--- src/rtl/seq_mac_responder.sv ---
// seq_mac_responder: multi-cycle multiply-accumulate responder.
// Computes result = X*Y + Z with a shift-add datapath that consumes P bits
// of the latched multiplier per cycle, launched on a rising edge of start.
//
// state  | meaning
// -------+---------------------------------------------------------------
// S_IDLE | waiting for a start rising edge; result holds the last value
// S_RUN  | iterating over P-bit chunks of Y, busy high
// S_DONE | one-cycle done pulse; a fresh launch here goes straight to RUN

module seq_mac_responder #(
    parameter int P = 4
) (
    input  logic        clk,
    input  logic        rst_n,
    input  logic        start,
    input  logic [8:0]  X,
    input  logic [8:0]  Y,
    input  logic [8:0]  Z,
    output logic        busy,
    output logic        done,
    output logic [17:0] result
);

    localparam int N  = (9 + P - 1) / P;
    localparam int YW = N * P;

    typedef enum logic [1:0] {
        S_IDLE,
        S_RUN,
        S_DONE
    } state_t;

    state_t          state_q, state_d;
    logic            start_q, start_d;
    logic [8:0]      xl_q, xl_d;
    logic [YW-1:0]   yl_q, yl_d;
    logic [17:0]     acc_q, acc_d;
    logic [3:0]      cnt_q, cnt_d;
    logic            busy_q, busy_d;
    logic            done_q, done_d;
    logic [17:0]     result_q, result_d;

    logic            launch;
    int              sh;
    logic [P-1:0]    chunk;
    logic [8+P:0]    pp;
    logic [17:0]     addend;
    logic [17:0]     acc_sum;

    assign launch = start & ~start_q;

    // Partial product for the current chunk, aligned to its bit position.
    always_comb begin
        sh      = int'(cnt_q) * P;
        chunk   = yl_q[sh +: P];
        pp      = {{P{1'b0}}, xl_q} * {9'd0, chunk};
        addend  = 18'(pp) << sh;
        acc_sum = acc_q + addend;
    end

    // Next-state and registered-output computation for the sequencer.
    always_comb begin
        state_d  = state_q;
        start_d  = start;
        xl_d     = xl_q;
        yl_d     = yl_q;
        acc_d    = acc_q;
        cnt_d    = cnt_q;
        busy_d   = busy_q;
        done_d   = 1'b0;
        result_d = result_q;

        case (state_q)
            S_IDLE, S_DONE: begin
                state_d = S_IDLE;
                busy_d  = 1'b0;
                if (launch) begin
                    state_d = S_RUN;
                    xl_d    = X;
                    yl_d    = YW'(Y);
                    acc_d   = {9'd0, Z};
                    cnt_d   = 4'd0;
                    busy_d  = 1'b1;
                end
            end
            S_RUN: begin
                acc_d = acc_sum;
                cnt_d = cnt_q + 4'd1;
                if (cnt_q == 4'(N - 1)) begin
                    state_d  = S_DONE;
                    result_d = acc_sum;
                    busy_d   = 1'b0;
                    done_d   = 1'b1;
                end
            end
            default: begin
                state_d = S_IDLE;
                busy_d  = 1'b0;
            end
        endcase
    end

    // State and datapath registers; reset aborts any operation in flight.
    always_ff @(posedge clk or negedge rst_n) begin
        if (!rst_n) begin
            state_q  <= S_IDLE;
            start_q  <= 1'b0;
            xl_q     <= '0;
            yl_q     <= '0;
            acc_q    <= '0;
            cnt_q    <= '0;
            busy_q   <= 1'b0;
            done_q   <= 1'b0;
            result_q <= '0;
        end else begin
            state_q  <= state_d;
            start_q  <= start_d;
            xl_q     <= xl_d;
            yl_q     <= yl_d;
            acc_q    <= acc_d;
            cnt_q    <= cnt_d;
            busy_q   <= busy_d;
            done_q   <= done_d;
            result_q <= result_d;
        end
    end

    assign busy   = busy_q;
    assign done   = done_q;
    assign result = result_q;

endmodule

--- config.mk ---
export PLATFORM = sky130hd
export DESIGN_NAME = seq_mac_responder
export DESIGN_NICKNAME = d
export VERILOG_FILES = /design/src/rtl/seq_mac_responder.sv
export SDC_FILE = /design/constraint.sdc
export NUM_CORES = 1
export LEC_CHECK = 0
export CAP_MARGIN = 30
export CORE_MARGIN = 2
export CORE_UTILIZATION = 50
export CTS_BUF_LIST = sky130_fd_sc_hd__clkbuf_2 sky130_fd_sc_hd__clkbuf_4 sky130_fd_sc_hd__clkbuf_8
export CTS_CLUSTER_SIZE = 16
export DETAILED_ROUTE_END_ITERATION = 12
export GPL_TIMING_DRIVEN = 0
export HOLD_SLACK_MARGIN = 0.05
export PLACE_DENSITY = 0.72
export SETUP_SLACK_MARGIN = 0.4
export SYNTH_ARGS = -nofsm -noshare
export SYNTH_HDL_FRONTEND = slang
export SYNTH_SLANG_ARGS = --single-unit
--- constraint.sdc ---
create_clock -name clk -period 6.1 [get_ports clk]
set_input_delay 1.22 -clock clk [delete_from_list [all_inputs] [get_ports clk]]
set_output_delay 1.22 -clock clk [all_outputs]
set_load 0.005 [all_outputs]
Word-level counts from Yosys, hierarchy flattened --
Index checks and enable logic that the tools add are counted.
Storage, ports and cells: input bits 30, logic and storage cells 39, flip-flop bits (word level) 63, output and inout port bits 20
Cells by class: $add $sub $neg 2, shift operators 2, bitwise gates (word level) 2, eq/ne operators 5, mux-type cells 12, reduce and logical (&&, ||, !) cells 6, multipliers 1
Operator list (count):
- $pmux W18 S2 | 1
- $add A18 B18 Y18 | 1
- $mux W18 | 1
- $shl A13 B6 Y18 | 1
- $mul A9 B4 Y13 | 1
- $shiftx A12 B7 Y4 | 1
- $pmux W4 S2 | 1
- $reduce_and A2 Y1 | 3
- $mux W1 | 5
- $add A4 B1 Y4 const B | 1
- $eq A4 B2 Y1 const B | 1
- $mux W4 | 1
- $ne A2 B2 Y1 const B | 2
- $pmux W2 S2 | 1
- $eq A2 B1 Y1 const B | 1
- $eq A2 B2 Y1 const B | 1
- $logic_not A2 Y1 | 1
- $mux W2 | 1
- $pmux W1 S2 | 1
- $reduce_bool A2 Y1 | 1
- $reduce_or A2 Y1 | 1
- $and A1 B1 Y1 | 1
- $not A1 Y1 | 1

Longest topological paths before layout --
word-level depth 5, mapped depth 27, depth with buffers taken out 26

Worst setup path before layout --
OpenSTA, ideal clock, no wires.
kind register to register, start register cnt_q[2], end register result_q[15], in the netlist result[15], data required time 5.975 ns, data arrival time 5.465 ns, path slack 0.510 ns, path buffers 0, cell stages (with the launch flop) 27, cell sequence dfrtp_1 -> nor2_1 -> nand2_1 -> nor2_1 -> nand2_1 -> fa_1 -> inv_1 -> fa_1 -> inv_1 -> fa_1 -> nor2b_1 -> o21a_1 -> o21ai_0 -> a31oi_1 -> xnor2_1 -> nand2_1 -> o21ai_0 -> o32ai_1 -> ha_1 -> a21o_1 -> a21oi_1 -> nor4b_1 -> a211oi_1 -> nand3_1 -> nand2_1 -> xor2_1 -> mux2_2
On the way: word-level cells in the longest chain between the ends 4, elaborated cells on any way between the ends 6, classes of those cells add/sub (1); mul (1); eq/ne (1); shift (2); reduce/logical (1)
Ends and longest elaborated chain:
- start, declared | RTL line 39 | logic [3:0] cnt_q, cnt_d;
- start signal, assigned | RTL line 122 | cnt_q <= cnt_d;
- $shiftx A12 B7 Y4 | RTL line 56 | chunk = yl_q[sh +: P];
- $mul A9 B4 Y13 | RTL line 57 | pp = {{P{1'b0}}, xl_q} * {9'd0, chunk};
- $shl A13 B6 Y18 | RTL line 58 | addend = 18'(pp) << sh;
- $add A18 B18 Y18 | RTL line 59 | acc_sum = acc_q + addend;
- end signal, assigned | RTL line 125 | result_q <= result_d;
- end, declared | RTL line 42 | logic [17:0] result_q, result_d;
Parallel ways exist; a longest one is shown, timed or not. A chain may end at the register's enable or synchronous reset.

Worst setup path after layout --
start register cnt_q[3], end register result_q[16], in the netlist result[16]
The elaborated chain is that of the path after synthesis.

==> summary.md <==
The flow ran to the end, and the final reports show no timing, DRC or antenna violations. Async set-or-reset flop fraction in the synthesized netlist: 1.000. After technology mapping, the gate count stands at 534. sky130_fd_sc_hd__dfrtp_1 takes more of the synthesized area than any other cell. The number of global-route vias before repair is 3835.

The tools report the detailed-routing iteration count for the pre-antenna-repair pass as 6. TritonCTS built the clock tree. The detailed router put a total of 5314 µm of wire on met1.

The mean instance size in the synthesized netlist is 8.444 µm², and the slack of the worst reg-to-reg path is 0.58 ns. No sink is reached through more buffers than the 2 on the longest clock path. The area growth from synthesis to layout is 28.52%. Using the TritonRoute via totals, the vias-per-cell ratio works out to 5.583.

The maximum operating frequency came out at 0.1813 GHz. During I/O placement, the number of pins put on the boundary was 50. The effective utilization at floorplan was 0.5171. The tools report the largest clock skew in the final design as 0.01076 ns. The startpoint identified for the worst register-to-register timing path is cnt_q[3]. The number of antenna diodes came out at 0.

The register clock-pin slew on the reported worst setup and hold paths came out at 0.07 ns. The synthesis warning total is 0. Routability-driven placement finished with a final weighted congestion of 0.9268.

The tools report the capturing element type of the critical path as a flop. The worst setup path is launched from a flop. Overall die area: 0.009794 mm². The total of flip-flops plus latches after synthesis came out at 62.

The detailed router placed 4053 vias in this run. The commonest cells after synthesis are 113 x sky130_fd_sc_hd__nand2_1, 62 x sky130_fd_sc_hd__dfrtp_1, 37 x sky130_fd_sc_hd__inv_1, 37 x sky130_fd_sc_hd__o21ai_0, 36 x sky130_fd_sc_hd__ha_1. For the initial antenna violation count, the log shows 0.

Critical path capture point: result[16]. The final wirelength is 11610 µm, and the simple-gate share of the synthesized area is 0.2178. The logs give 0.004509 mm² for the mapped cell area and 0.2324 for the all-layer global routing usage.

The total stage count of the critical path came out at 28. For the worst setup path, the data required time is 6.32 ns. The library cell with the highest instance count after synthesis is sky130_fd_sc_hd__nand2_1.

The tools report the sequential element share of the synthesized area as 0.3441. The class of the worst hold path was flop to flop. The share of synthesized area spent on multiplexers came out at 0.01360. The average routed wire per standard cell was 15.99 µm. By area the synthesized netlist is led by sky130_fd_sc_hd__dfrtp_1 34%, sky130_fd_sc_hd__ha_1 10%, sky130_fd_sc_hd__nand2_1 9.4%. The first global-routing pass estimated 18290 µm of wire. The cell that appears most often on the critical path is sky130_fd_sc_hd__buf_4.

The critical path is of the flop to flop type. The core box area is 0.008721 mm². The remaining number of nets flagged by the antenna check after routing was 0.

The tools report the clock latency on the worst-skew pair as 0.34 ns. For this run, the post-layout net count is 695. The floorplan step set the die height to 98.97 µm. The arrival time of the worst setup path was 5.74 ns; the adder and majority cell fraction of the synthesized area was 0.1665. In the synthesized netlist the dominant register cell turns out to be sky130_fd_sc_hd__dfrtp_1. For the pin with the worst max-slew slack, the measured transition is 0.8008 ns.

The H-tree depth is 3. The highest layer touched by signal routing is met4. The category of cells accounting for the largest share of critical-path delay was adder cells. Buffers inserted during clock tree synthesis total 9. The run gives 0.4661 as the worst-case headroom to the max-slew limit. Entering global routing, the biggest net connects 36 pins. The number of port buffers works out to 49.

Number of endpoints with negative hold slack in the final report: 0. Synthesis instantiated 50 different standard cells from the library. Setup repair after global routing left no endpoint under its margin. The logs give 0 for the count of pins over their slew limit and 62 for the clock sink count. The tools report the number of DRC markers after the initial detailed-route iteration as 286. For the HPWL after detailed placement, the log shows 8315 µm. The worst reg2reg path endpoint was result[16]. The XOR/XNOR share of the synthesized area is 0.04856, and the filler cell count is 725. Compound-cell area share of the yosys netlist: 0.1593. The count of flip-flops with a built-in enable after synthesis is 0, and the time the worst path needs with I/O delays and setup is 5.517 ns.

The post-synth net total is 615. On the worst path, the slowest cell contributes a delay of 0.50 ns. The portion of synthesized cell area occupied by the leading cell type works out to 0.3441.

By area, the combinational part of the netlist is dominated by simple AND/OR/NAND/NOR gates. The fraction of layout instances using a drive strength above 1 is 0.1456, and the final clock period utilization by the worst path is 0.9044. The combined buffer and inverter count along the critical path works out to 5.

Across the run, the number of max-cap violations was 0. The final count of negative-setup-slack endpoints is 0, and the wire length on met2 is 5537 µm. The horizontal extent of the die is 98.97 µm.

The tools report the total negative slack as 0 ns. The worst register-to-register path has a depth of 28. The biggest fanout along the worst timing path works out to 8. The run gives 588 µm as the length of routed met3 wiring. In the routed design, unresolved DRC markers number 0.

The worst-path cell with the longest stage delay is sky130_fd_sc_hd__fa_1. Row generation in the floorplan step produced 34 rows. Clock tree synthesis selected as its root buffer the cell sky130_fd_sc_hd__clkbuf_8. The beginning of the critical path is cnt_q[3]. For this run the aggregate overflow at the end of global routing stands at 0.
## routing by layer
metal	vias up	GRT usage
met3	17	0.04043
li1	1957	-
met5	-	0
met4	0	0.06849
met1	1972	0.3311
met2	107	0.3649
## how the worst min path moves through the flow
| stage | from | end | slack [ns] | cells past startpoint |
|---|---|---|---|---|
| after global routing | result[13] | result[13] | 0.51 | 2 |
| after CTS | result[13] | result[13] | 0.49 | 2 |
| final | result[13] | result[13] | 0.48 | 2 |
| after global placement | yl_q[6] | yl_q[6] | 0.46 | 2 |
| after floorplan | yl_q[0] | yl_q[0] | 0.44 | 2 |
| after detailed placement | yl_q[6] | yl_q[6] | 0.46 | 2 |
## cell type report
type / count / area (µm²) / share of cell area
plain buffers: 17 / 87.58 / 0.01511
clock buffers: 12 / 158.9 / 0.02742
clock inverters: 3 / 67.56 / 0.01166
inverters: 37 / 141.4 / 0.02440
multi-input cells: 418 / 3002 / 0.5179
flip-flops and latches: 62 / 1555 / 0.2684
well taps: 108 / 135.1 / 0.02332
repair buffers: 69 / 648.1 / 0.1118
## placed cells by master (no fill, tap or decap), drive strengths merged, types with 2 or more instances in the layout
master,instances
buf,26
a22o,2
xnor2,10
a211oi,3
nor2b,6
o21a,4
nand2,113
or2,2
xor2,15
clkbuf,23
o21ai,39
o21bai,3
a31oi,5
a21o,7
inv,37
nand2b,8
ha,36
nor2,30
a311oi,2
o32ai,3
nand3,17
nand4,2
and2,26
bufinv,2
nor3,4
o22ai,9
a22oi,2
a21oi,34
dfrtp,62
fa,15
mux2i,5
clkdlybuf4s50,48
## sequential cells by signal, summed over array words and instances, names as in the netlist
signal / count
yl_q: 9
start_q: 1
cnt_q: 4
result: 18
acc_q: 18
done: 1
xl_q: 9
state_q: 2
## what timing repair did
item / in CTS / in global routing
setup buffers: 11 / 8
pin swaps: 7 / 27
endpoints found under the setup margin: 20 / 10
resized for setup: 30 / 32
hold buffers: 0 / 0
## logic make-up after synthesis
| kind of cell | count (synthesis) |
|---|---|
| simple gates | 216 |
| compound gates | 120 |
| flops | 62 |
| buf+inv | 54 |
| fa+ha+maj | 51 |
| xor+xnor | 25 |
| mux | 6 |
## through the flow
stage | instance area (µm²) | utilization | hold WS (ns) | worst slack (ns) | std cells
after detailed placement | 5150 | 0.5905 | 0.4646 | -0.6148 | 692
after CTS | 5577 | 0.6395 | 0.4853 | 0.4186 | 718
after global routing | 5796 | 0.6646 | 0.5062 | 0.3213 | 726
final | 5796 | 0.6646 | 0.4780 | 0.5829 | 726
after floorplan | 4509 | - | 0.4450 | 0.5102 | 534
after global placement | 5135 | 0.5888 | 0.4580 | -0.5467 | 691
## worst min-delay path, cell delays in order (launching register included)
cell and delay [ns]:
sky130_fd_sc_hd__dfrtp_1 0.34, sky130_fd_sc_hd__nand2_1 0.04, sky130_fd_sc_hd__o21ai_0 0.06
Power is not shown: default switching activity piles up to over one toggle a cycle in this logic, so the estimate is an artifact.
